===== src/rtl/pipe_ctrl_pkg.sv =====
// Shared types and constants for the IF/EX/MW pipeline sequencer.
// Also provides the hazard-match helper used by the forwarding logic.
package pipe_ctrl_pkg;

    typedef enum logic [2:0] {
        FILL   = 3'd0,
        RUN    = 3'd1,
        DRAIN  = 3'd2,
        HALTED = 3'd3,
        STEP   = 3'd4
    } ctrl_state_t;

    localparam logic [31:0] NOP_INSTR = 32'h0000_0013;
    localparam logic [4:0]  REG_X0    = 5'd0;

    // A live MW writer whose rd is a source of EX; x0 is hardwired and never matches.
    function automatic logic src_match(input logic       mw_valid,
                                       input logic       mw_wr,
                                       input logic [4:0] mw_rd,
                                       input logic [4:0] rs,
                                       input logic       rs_used);
        return mw_valid && mw_wr && (mw_rd != REG_X0) && (mw_rd == rs) && rs_used;
    endfunction

endpackage


===== src/rtl/perf_cnt_bank.sv =====
// Four free-running wrap-around event counters sharing one synchronous clear.
// Clear takes precedence over any increment in the same cycle.
module perf_cnt_bank #(
    parameter int COUNT_W = 32
) (
    input  logic               clk,
    input  logic               reset_n,
    input  logic               clr,
    input  logic [3:0]         inc,
    output logic [COUNT_W-1:0] cnt0,
    output logic [COUNT_W-1:0] cnt1,
    output logic [COUNT_W-1:0] cnt2,
    output logic [COUNT_W-1:0] cnt3
);

    localparam logic [COUNT_W-1:0] ONE = {{(COUNT_W-1){1'b0}}, 1'b1};

    logic [COUNT_W-1:0] cnt_q [4];

    always_ff @(posedge clk or negedge reset_n) begin
        if (!reset_n) begin
            for (int i = 0; i < 4; i++) cnt_q[i] <= '0;
        end else if (clr) begin
            for (int i = 0; i < 4; i++) cnt_q[i] <= '0;
        end else begin
            for (int i = 0; i < 4; i++) begin
                if (inc[i]) cnt_q[i] <= cnt_q[i] + ONE;
            end
        end
    end

    assign cnt0 = cnt_q[0];
    assign cnt1 = cnt_q[1];
    assign cnt2 = cnt_q[2];
    assign cnt3 = cnt_q[3];

endmodule


===== src/rtl/pipe_hazard_ctrl.sv =====
// Sequencer for the 3-stage IF/EX/MW pipeline: buffer enables, flush, load-use bubble,
// MW->EX forwarding selects, debug halt/step FSM and performance counters.
module pipe_hazard_ctrl
    import pipe_ctrl_pkg::*;
#(
    parameter int LOAD_USE_STALL = 1,
    parameter int COUNT_W        = 32
) (
    input  logic               clk,
    input  logic               reset_n,
    input  logic [4:0]         ex_rs1,
    input  logic [4:0]         ex_rs2,
    input  logic               ex_rs1_used,
    input  logic               ex_rs2_used,
    input  logic [4:0]         ex_rd,
    input  logic               ex_reg_wr,
    input  logic               ex_is_load,
    input  logic               br_taken,
    input  logic               halt_req,
    input  logic               step,
    input  logic               perf_clr,
    output logic               pc_en,
    output logic               ifex_en,
    output logic               ifex_flush,
    output logic               ex_kill,
    output logic               fwd_a,
    output logic               fwd_b,
    output logic               halted,
    output logic [COUNT_W-1:0] cyc_cnt,
    output logic [COUNT_W-1:0] ret_cnt,
    output logic [COUNT_W-1:0] stall_cnt,
    output logic [COUNT_W-1:0] flush_cnt
);

    ctrl_state_t state, state_nxt;

    logic       ex_valid;
    logic       mw_valid;
    logic [4:0] mw_rd;
    logic       mw_wr;
    logic       mw_ld;

    logic       hit_a;
    logic       hit_b;
    logic       stall;
    logic       br_go;
    logic [3:0] cnt_inc;

    always_ff @(posedge clk or negedge reset_n) begin
        if (!reset_n) begin
            state    <= FILL;
            ex_valid <= 1'b0;
            mw_valid <= 1'b0;
            mw_rd    <= REG_X0;
            mw_wr    <= 1'b0;
            mw_ld    <= 1'b0;
        end else begin
            state <= state_nxt;
            if (ifex_en) ex_valid <= !ifex_flush;
            mw_valid <= ex_valid && !ex_kill;
            mw_rd    <= ex_rd;
            mw_wr    <= ex_reg_wr;
            mw_ld    <= ex_is_load;
        end
    end

    always_comb begin
        state_nxt  = state;
        pc_en      = 1'b0;
        ifex_en    = 1'b0;
        ifex_flush = 1'b1;
        ex_kill    = 1'b1;
        fwd_a      = 1'b0;
        fwd_b      = 1'b0;
        stall      = 1'b0;
        br_go      = 1'b0;

        hit_a = src_match(mw_valid, mw_wr, mw_rd, ex_rs1, ex_rs1_used);
        hit_b = src_match(mw_valid, mw_wr, mw_rd, ex_rs2, ex_rs2_used);

        unique case (state)
            FILL: begin
                state_nxt = RUN;
            end

            RUN, STEP: begin
                stall = (LOAD_USE_STALL != 0) && mw_ld && (hit_a || hit_b);
                if (stall) begin
                    // Hold IF and EX, bubble into MW; the held branch redirects next cycle.
                    ifex_flush = 1'b0;
                end else begin
                    br_go   = ex_valid && br_taken;
                    fwd_a   = hit_a;
                    fwd_b   = hit_b;
                    ex_kill = !ex_valid;
                    ifex_en = 1'b1;
                    if (state == RUN && halt_req) begin
                        // EX still completes; the fetched word is dropped so PC stays at it.
                        pc_en      = br_go;
                        ifex_flush = 1'b1;
                        state_nxt  = DRAIN;
                    end else begin
                        pc_en      = 1'b1;
                        ifex_flush = br_go;
                        if (state == STEP) state_nxt = DRAIN;
                    end
                end
            end

            DRAIN: begin
                // EX is only occupied here after a single step; let it finish (and redirect).
                ifex_en   = 1'b1;
                ex_kill   = !ex_valid;
                fwd_a     = hit_a;
                fwd_b     = hit_b;
                pc_en     = ex_valid && br_taken;
                state_nxt = HALTED;
            end

            HALTED: begin
                ifex_flush = 1'b0;
                if (!halt_req)  state_nxt = RUN;
                else if (step)  state_nxt = STEP;
            end

            default: begin
                state_nxt = FILL;
            end
        endcase
    end

    assign halted  = (state == HALTED);
    assign cnt_inc = {br_go, stall, mw_valid, (state != HALTED)};

    perf_cnt_bank #(
        .COUNT_W (COUNT_W)
    ) u_perf (
        .clk     (clk),
        .reset_n (reset_n),
        .clr     (perf_clr),
        .inc     (cnt_inc),
        .cnt0    (cyc_cnt),
        .cnt1    (ret_cnt),
        .cnt2    (stall_cnt),
        .cnt3    (flush_cnt)
    );

endmodule

===== config.mk =====
export PLATFORM = sky130hd
export DESIGN_NAME = pipe_hazard_ctrl
export DESIGN_NICKNAME = d
export VERILOG_FILES = /design/src/rtl/pipe_ctrl_pkg.sv /design/src/rtl/perf_cnt_bank.sv /design/src/rtl/pipe_hazard_ctrl.sv
export SDC_FILE = /design/constraint.sdc
export NUM_CORES = 1
export LEC_CHECK = 0
export BUFFER_PORTS_ARGS = -buffer_cell sky130_fd_sc_hd__buf_2
export CAP_MARGIN = 5
export CORE_ASPECT_RATIO = 0.9
export CORE_UTILIZATION = 40
export CTS_CLUSTER_SIZE = 28
export DETAILED_ROUTE_END_ITERATION = 10
export PLACE_DENSITY = 0.65
export SETUP_SLACK_MARGIN = 0.4
export SLEW_MARGIN = 40
export SYNTH_ARGS = -nofsm -noshare
export SYNTH_HDL_FRONTEND = slang
export SYNTH_SLANG_ARGS = --single-unit

===== constraint.sdc =====
create_clock -name clk -period 4.6 [get_ports clk]
set_clock_uncertainty 0.2 [all_clocks]
set_input_delay 0.46 -clock clk [delete_from_list [all_inputs] [get_ports clk]]
set_output_delay 0.46 -clock clk [all_outputs]
set_load 0.1 [all_outputs]

==> results of run 1 <==
==> path summary, 6_finish.rpt <==
kind / startpoint / to / slack [ps]
worst min register to register: u_perf.cnt1[31]$_DFFE_PN0P_ / u_perf.cnt1[31]$_DFFE_PN0P_ / 340
max in group asynchronous: reset_n / state[1]$_DFFE_PN0P_ / 2790
min in group asynchronous: reset_n / u_perf.cnt3[14]$_DFFE_PN0P_ / 400
worst min-delay path: step / state[2]$_DFFE_PN0P_ / 110
worst max register to register: state[0]$_DFFE_PN0P_ / u_perf.cnt3[29]$_DFFE_PN0P_ / 1690
worst max-delay path: mw_rd[0]$_DFF_PN0_ / ex_kill / 970
==> cells in the final DEF (no fill, tap or decap), drive strengths merged, types with 2 or more instances in the layout <==
cell type,n
o31ai,35
bufinv,2
dfrtp,140
o211ai,4
nor2,81
clkinvlp,2
clkbuf,20
nor4,5
nor2b,2
nand3,40
and4,7
xnor2,17
mux2i,3
dlygate4sd3,8
nand2b,4
inv,17
o41ai,2
and3,21
nand4b,2
clkinv,8
nand2,57
nor3,14
a21oi,75
nand3b,2
nand4,34
o2111ai,3
xor2,49
and2,3
or3,37
ha,4
or4,35
buf,167
o21ai,39
a211oi,2
==> flip-flops by register name, indices dropped and copies added (netlist names) <==
name and cells:
mw_wr 1, ex_valid 1, u_perf.cnt1 32, u_perf.cnt2 32
u_perf.cnt3 32, mw_valid 1, u_perf.cnt0 32, mw_rd 5
state 3, mw_ld 1
==> per-layer routing <==
| metal | part of all wire (%) | wire, um | up-vias |
|---|---|---|---|
| met4 | 1.1 | 214 | 2 |
| met5 | 0.069 | 13 | - |
| met3 | 6.7 | 1260 | 16 |
| li1 | - | - | 3191 |
| met2 | 44 | 8270 | 186 |
| met1 | 48 | 9000 | 3153 |
==> final cells by class <==
| class | count | area share (%) |
|---|---|---|
| clock buffer | 19 | 4.97 |
| clock inverter | 13 | 1.60 |
| inverter | 16 | 0.674 |
| multi-input combinational | 587 | 39.4 |
| sequential | 140 | 39.3 |
| tap | 240 | 3.37 |
| timing repair buffer | 176 | 10.6 |
==> power by group <==
part           switching, mW  total [mW]  internal, mW
Sequential            0.0769        1.34          1.27
Clock                  0.563        1.38         0.815
Combinational          0.484       0.613         0.129
==> critical path: cells and delay by family (launching register included) <==
family	cells	cell delay, ps
AO/OA/AOI/OAI	2	430
XOR/XNOR	1	180
buffers and inverters	1	470
flip-flops	1	420
AND/OR/NAND/NOR	3	1040
==> logic make-up after synthesis <==
group / synth area share [%]
mux: 0.570
xor+xnor: 7.98
flops: 48.3
simple gates: 25.3
fa+ha+maj: 0.691
buf+inv: 3.26
compound gates: 13.9
==> reports/qor.csv, run 1 <==
stage,metric,value,unit
status,outcome,completed,
min_path,hold_depth,3,
synth,synthArstFlopShare,100,%
global_route,groute.usage.overall,20.7,%
global_route,grt_max_degree,70,
placement,dpl.cell_count,1150,
power,leakage,3.99,nW
sta,finalSetupViolCount,0,
setup_path,crit_fanout,7,
cts,cts_tree,built,
floorplan,start_util,41.0,%
setup_path,path_common_cell,and3_1,
setup_path,cp_slowest_cell,buf_2,
drt,drt-wirelength-per-cell,15.7,um
min_path,hold_class,input pin to register,
synth,yosysSeqAreaShare,48.3,%
cts,clock-sinks,140,
floorplan,coreArea,17700,um2
floorplan,ios,160,
cts,clk_transition_reported_paths,60,ps
cts,clock_latency,420,ps
sta,maxSlewViolCount,0,
power,p_total,3.33,mW
sta,rsz0062_at_grt,false,
global_route,grt_pass1_wl,30200,um
drt,avgViaCountPerCell,5.50,
global_route,grt_use_met3,6.39,%
global_route,grt_pass1_vias,5772,
setup_path,required,3940,ps
synth,synth_ff_type,dfrtp_1,
floorplan,die_y,130,um
final_layout,layout.nets,967,
synth,synth_edf_count,0,
final_layout,multiInputGateArea,3510,um2
synth,ys_ff_latch,140,
sta,layout_setup_ws,973,ps
drt,drc_errors,0,
synth,synthCells,782,
final_layout,final-seq-area,3500,um2
cts,cts_hold_buffers,8,
drt,vias,6548,
setup_path,max_stage_delay,470,ps
final_layout,fill_cells,1678,
cts,numCtsBuffers,17,
floorplan,die-area,18700,um2
cts,cts_setup_buffers,0,
run,max_cap_violations,0,
placement,dp_hpwl,12700,um
final_layout,final_area,8910,um2
drt,drt_pre_antenna_iters,5,
final_layout,drive_gt1_share,21.8,%
sta,layout_min_cycle_time,3630,ps
power,ir_drop,0.342,mV
global_route,grt_util_met2,30.0,%
final_layout,areaGrowthSynthToFinish,22.9,%
cts,cts-root-buf,clkbuf_16,
placement,post-place-ws,1260,ps
synth,synthDistinctLibCells,48,
drt,wl,18800,um
final_layout,antenna_cells,0,
synth,yosys.area.top_type,dfrtp_1,
global_route,gr-usage-met1,29.3,%
synth,yosysMostFrequentCell,dfrtp_1,
placement,portBuffers,159,
cts,clockBufferDepth,2,
setup_path,cp-end-kind,output port,
sta,maxSlewHeadroom,47.6,%
sta,fin_crit_sh,78.9,%
final_layout,fin_util,50.4,%
setup_path,critPathLaunchType,register,
synth,syn_area,7250,um2
synth,synth_nets,811,
setup_path,ff2ff_path_depth,7,
global_route,antenna_found_initial,1,
setup_path,path_cells,xor2_1 > nor4_1 > and3_1 > o21ai_1 > and3_1 > o31ai_2 > buf_2,
sta,holdWs,110,ps
power,power_density,374,nW/um2
floorplan,die_w,144,um
global_route,busiest_layer,met2,
synth,synthTopCellsByCount,"dfrtp_1, nor2_1, a21oi_1",
drt,detail-route-antenna-nets,0,
sta,fmax,276,MHz
sta,worst_pin_slew,783,ps
final_layout,fin_cells,1191,
synth,ys_top_cells_by_area,"dfrtp_1, xor2_1, a21oi_1",
sta,tns,0,ps
cts,htree_levels,4,
sta,hold_viol,0,
synth,syn_area_per_cell,9.27,um2
global_route,grt_overflow,0,
synth,synth_top_cell_area_share,48.3,%
placement,dpl_cell_area,8240,um2
synth,yosysWarnings,0,
setup_path,arrival,2970,ps
floorplan,placementRows,46,
setup_path,critical_path_class,register to output port,
drt,drt_iter0_markers,389,
cts,ctsResizeCount,0,
placement,gp_congestion,0.787,
Power figures use the tool's default switching activity.
==> run 2: changes to the inputs <==
==> constraint.sdc (replaced) <==
create_clock -name clk -period 3.35 [get_ports clk]
set_clock_uncertainty 0.2 [all_clocks]
set_input_delay 0.335 -clock clk [delete_from_list [all_inputs] [get_ports clk]]
set_output_delay 0.335 -clock clk [all_outputs]
set_load 0.1 [all_outputs]
==> reports/qor.csv, run 2 (same netlist as run 1, synthesis figures left out) <==
stage,metric,value,unit,change
final_layout,areaGrowthSynthToFinish,26.8,%,
drt,drc_errors,0,,unchanged
sta,tns,0,ps,unchanged
drt,vias,6530,,-0.27%
drt,drt_pre_antenna_iters,5,,unchanged
global_route,grt_pass1_wl,30800,um,+2.1%
global_route,grt_overflow,0,,unchanged
setup_path,required,2810,ps,-1130 ps
sta,layout_min_cycle_time,3000,ps,
status,outcome,completed,,
setup_path,arrival,2470,ps,-500 ps
final_layout,final_cell_mix,"buf_2, dfrtp_1, nor2_1, a21oi_1, nand2_1",,
floorplan,ios,160,,unchanged
floorplan,die-area,18700,um2,unchanged
sta,fmax,333,MHz,
sta,rsz0062_at_grt,true,,
floorplan,placementRows,46,,unchanged
drt,drt_iter0_markers,352,,-9.5%
power,leakage,4.10,nW,+2.7%
min_path,hold_class,input pin to register,,
global_route,grt_pass1_vias,6020,,+4.3%
run,max_cap_violations,0,,unchanged
power,power_density,517,nW/um2,+38%
global_route,grt_max_degree,68,,-2.9%
floorplan,coreArea,17700,um2,unchanged
placement,portBuffers,159,,unchanged
sta,finalSetupViolCount,0,,unchanged
setup_path,cp_slowest_cell,dfrtp_1,,
floorplan,die_w,144,um,unchanged
sta,fin_crit_sh,89.6,%,
global_route,antenna_found_initial,1,,unchanged
drt,drt-wirelength-per-cell,15.6,um,-1.0%
cts,cts_tree,built,,
setup_path,cp.buffers_inverters,1,,unchanged
floorplan,start_util,41.0,%,unchanged
setup_path,critical_path_class,register to output port,,
setup_path,max_stage_delay,410,ps,-60 ps
drt,wl,18800,um,+0.37%
power,ir_drop,0.445,mV,+30%
cts,cts-root-buf,clkbuf_16,,
cts,numCtsBuffers,17,,unchanged
setup_path,cp-end-kind,output port,,
drt,avgViaCountPerCell,5.41,,-1.7%
placement,gp_congestion,0.778,,-1.2%
sta,holdWs,36.6,ps,-73.8 ps
placement,dp_hpwl,12500,um,-1.6%
cts,clock_latency,420,ps,about the same
final_layout,layout.nets,983,,+1.7%
drt,detail-route-antenna-nets,0,,unchanged
setup_path,critPathLaunchType,register,,
sta,maxSlewHeadroom,49.8,%,+2.1 points
sta,hold_viol,0,,unchanged
setup_path,crit_fanout,4,,-3
sta,worst_pin_slew,754,ps,-29.8 ps
setup_path,path_cells,xor2_1 > nor4_2 > nand3_1 > a21boi_4 > nor3_4 > or3_4 > buf_12,,
cts,clock-sinks,140,,unchanged
cts,clk_transition_reported_paths,60,ps,about the same
cts,clockBufferDepth,2,,unchanged
global_route,groute.usage.overall,20.9,%,+0.20 points
final_layout,final_common_cell,buf_2,,
sta,maxSlewViolCount,0,,unchanged
cts,htree_levels,4,,unchanged
floorplan,die_y,130,um,unchanged
final_layout,drive_gt1_share,24.5,%,+2.8 points
setup_path,crit_family,simple AND/OR/NAND/NOR gates,,
## run 2: cell count changes in the layout (fill, tap and decap cells not counted), moves of 4 or more
cell / delta
buf_4: +18
buf_2: -8
dfrtp_1: -8
dfrtp_2: +8
clkbuf_1: +4
buf_12: +5
clkinv_4: -4
## run 2: what timing repair did
action                                  in CTS  in global routing
hold buffers                                 9                  0
setup buffers                                6                  3
resized for setup                           20                  8
pin swaps                                    9                 14
endpoints found under the hold margin       69                  0
endpoints found under the setup margin       4                  8
## run 2: path summary, 6_finish.rpt
path | start | endpoint | slack (ps) | cells past startpoint
min | halt_req | state[2]$_DFFE_PN0P_ | 40 | 3
max in group asynchronous | reset_n | u_perf.cnt3[3]$_DFFE_PN0P_ | 1840 | 3
min reg2reg | u_perf.cnt1[31]$_DFFE_PN0P_ | u_perf.cnt1[31]$_DFFE_PN0P_ | 340 | 2
max | mw_rd[3]$_DFF_PN0_ | ifex_en | 350 | 7
max reg2reg | mw_rd[3]$_DFF_PN0_ | u_perf.cnt2[27]$_DFFE_PN0P_ | 550 | 8
min in group asynchronous | reset_n | u_perf.cnt3[10]$_DFFE_PN0P_ | 280 | 2
## run 2: cell type report
cell class | instances | area (um2)
antenna | 2 | 5.00
clock buffer | 23 | 458
clock inverter | 8 | 119
fill | 1683 | 8480
inverter | 16 | 60.1
multi-input combinational | 587 | 3590
sequential | 140 | 3510
tap | 240 | 300
timing repair buffer | 192 | 1150
## run 2: per-stage QoR
step                      std cells  utilization (%)  worst slack [ps]  area, um2  total power, mW
after floorplan                 782                -               275       7280             2.54
after global placement         1155             47.2               378       8330             2.75
after detailed placement       1156             47.2               343       8340             2.76
after CTS                      1202             51.7               400       9140             4.78
after global routing           1206             52.0               217       9190             4.94
final                          1208             52.0               348       9190             4.75
## run 2: layer usage
| metal | GRT usage, % | up-vias | wire length, um |
|---|---|---|---|
| met3 | 6.02 | 19 | 1160 |
| met2 | 30.7 | 148 | 8400 |
| met4 | 6.82 | 2 | 239 |
| li1 | - | 3217 | - |
| met5 | 0 | - | 13 |
| met1 | 29.4 | 3144 | 9010 |
## run 2: where the power goes
part           internal (mW)  switching [mW]  total (mW)
Clock                   1.18           0.719        1.90
Combinational          0.296           0.707        1.00
Sequential              1.74           0.109        1.85
Total                   3.22            1.53        4.75
## run 2: worst min-delay path: stages
cell     delay (ps)
buf_2           140
nand3_1          70
o21ai_0          60
==> run 3: changes to the inputs <==
--- a/config.mk
+++ b/config.mk
@@ -8,10 +8,12 @@
 export BUFFER_PORTS_ARGS = -buffer_cell sky130_fd_sc_hd__buf_2
 export CAP_MARGIN = 5
 export CORE_ASPECT_RATIO = 0.9
-export CORE_UTILIZATION = 40
+export CORE_UTILIZATION = 55
 export CTS_CLUSTER_SIZE = 28
 export DETAILED_ROUTE_END_ITERATION = 10
-export PLACE_DENSITY = 0.65
+export HOLD_SLACK_MARGIN = 0.08
+export PLACE_DENSITY = 0.84
+export REMOVE_ABC_BUFFERS = 1
 export SETUP_SLACK_MARGIN = 0.4
 export SLEW_MARGIN = 40
 export SYNTH_ARGS = -nofsm -noshare
==> reports/qor.csv, run 3 (same netlist as run 1, synthesis figures left out) <==
stage,metric,value,unit,change
cts,clock_latency,420,ps,about the same
placement,portBuffers,159,,unchanged
global_route,groute.usage.overall,28.2,%,+7.3 points
sta,worst_pin_slew,785,ps,+31.8 ps
setup_path,crit_fanout,4,,unchanged
sta,layout_setup_ws,291,ps,-56.7 ps
sta,fin_crit_sh,91.3,%,+1.7 points
cts,cts-root-buf,clkbuf_16,,
drt,detail-route-antenna-nets,0,,unchanged
setup_path,rrSetupSlack,410,ps,-140 ps
floorplan,coreArea,12800,um2,-28%
floorplan,die-area,13600,um2,-27%
placement,post-place-ws,326,ps,-16.5 ps
sta,maxSlewViolCount,0,,unchanged
global_route,grt_overflow,0,,unchanged
final_layout,final_common_cell,buf_2,,
cts,htree_levels,4,,unchanged
global_route,antenna_found_initial,0,,-1
cts,numCtsBuffers,17,,unchanged
drt,drc_errors,0,,unchanged
global_route,grt_max_degree,90,,+32%
drt,drt_iter0_markers,597,,+70%
floorplan,start_util,56.7,%,+16 points
final_layout,areaGrowthSynthToFinish,25.5,%,
drt,avgViaCountPerCell,6.01,,+11%
final_layout,drive_gt1_share,23.7,%,-0.86 points
final_layout,layout.nets,980,,-0.31%
global_route,grt_pass1_vias,6191,,+2.8%
power,p_total,4.76,mW,+0.24%
sta,tns,0,ps,unchanged
sta,layout_min_cycle_time,3060,ps,+56.7 ps
setup_path,crit_family,simple AND/OR/NAND/NOR gates,,
final_layout,fin_cells,1127,,-6.7%
setup_path,arrival,2520,ps,+50 ps
sta,maxSlewHeadroom,47.2,%,-2.6 points
placement,dp_hpwl,12000,um,-4.4%
setup_path,critPathLaunchType,register,,
run,max_cap_violations,0,,unchanged
setup_path,cp.buffers_inverters,1,,unchanged
drt,drt_pre_antenna_iters,5,,unchanged
setup_path,max_stage_delay,450,ps,+40 ps
drt,vias,6772,,+3.7%
global_route,grt_pass1_wl,30300,um,-1.7%
final_layout,fill_cells,985,,-41%
floorplan,die_y,111,um,-14%
floorplan,placementRows,39,,-15%
sta,finalSetupViolCount,0,,unchanged
power,leakage,4.09,nW,-0.27%
setup_path,cp_slowest_cell,dfrtp_2,,
placement,gp_congestion,0.816,,+4.9%
min_path,hold_class,input pin to register,,
power,ir_drop,0.396,mV,-11%
setup_path,path_cells,xor2_1 > nor4_2 > nand3_1 > a21boi_4 > nor3_4 > or3_4 > buf_12,,
sta,rsz0062_at_grt,true,,
drt,drt-wirelength-per-cell,16.7,um,+6.9%
floorplan,ios,160,,unchanged
final_layout,fin_util,71.2,%,+19 points
cts,clockBufferDepth,2,,unchanged
cts,clk_transition_reported_paths,60,ps,about the same
setup_path,critical_path_class,register to output port,,
sta,hold_viol,0,,unchanged
power,power_density,524,nW/um2,+1.3%
setup_path,cp-end-kind,output port,,
final_layout,antenna_cells,0,,-2
floorplan,die_w,123,um,-15%
placement,dpl.cell_count,1074,,-7.1%
cts,cts_tree,built,,
sta,fmax,327,MHz,-1.9%
drt,wl,18800,um,-0.28%
final_layout,final_cell_mix,"buf_2, dfrtp_1, nor2_1, a21oi_1, nand2_1",,
setup_path,required,2810,ps,about the same
cts,clock-sinks,140,,unchanged
status,outcome,completed,,
## run 3: per-layer routing
metal,vias up,wire [um],global-route usage (%)
li1,3209,-,-
met1,3293,8140,37.7
met2,235,9260,44.8
met3,35,930,5.61
met4,0,439,11.2
met5,-,0,0
## run 3: worst paths after layout
kind | from | end | cells past startpoint
max | mw_rd[3]$_DFF_PN0_ | ifex_en | 7
min | perf_clr | u_perf.cnt2[0]$_DFFE_PN0P_ | 2
max reg2reg | mw_rd[3]$_DFF_PN0_ | u_perf.cnt2[26]$_DFFE_PN0P_ | 9
min reg2reg | u_perf.cnt1[29]$_DFFE_PN0P_ | u_perf.cnt1[29]$_DFFE_PN0P_ | 2
max in group asynchronous | reset_n | mw_rd[3]$_DFF_PN0_ | 3
min in group asynchronous | reset_n | u_perf.cnt3[5]$_DFFE_PN0P_ | 2
## run 3: through the flow
stage | hold WS [ps] | cell area [um2]
after detailed placement | 245 | 8180
final | 240 | 9100
after global placement | 244 | 8180
after global routing | 262 | 9100
after CTS | 227 | 9040
after floorplan | -161 | 7070
## run 3: power breakdown
group	internal, mW	total, mW	leakage [nW]	switching (mW)
clock	1.22	1.91	0.297	0.696
combinational	0.288	0.997	1.86	0.710
sequential	1.74	1.85	1.93	0.112
## run 3: final cells by class
class                      instances  area (um2)  share of cell area, %
multi-input combinational        587        3600                   39.6
sequential                       140        3500                   38.5
timing repair buffer             189        1140                   12.5
clock buffer                      23         478                   5.25
tap                              164         205                   2.26
clock inverter                     8         115                   1.27
inverter                          16        60.1                  0.660
## run 3: timing repair
| item | 4_1_cts | 5_1_grt |
|---|---|---|
| setup buffers | 6 | 3 |
| hold buffers | 11 | 0 |
| resized for setup | 26 | 8 |
| pin swaps | 13 | 10 |
| cloned | 0 | 0 |
| hold endpoints to repair | 97 | 0 |
| endpoints found under the setup margin | 4 | 6 |
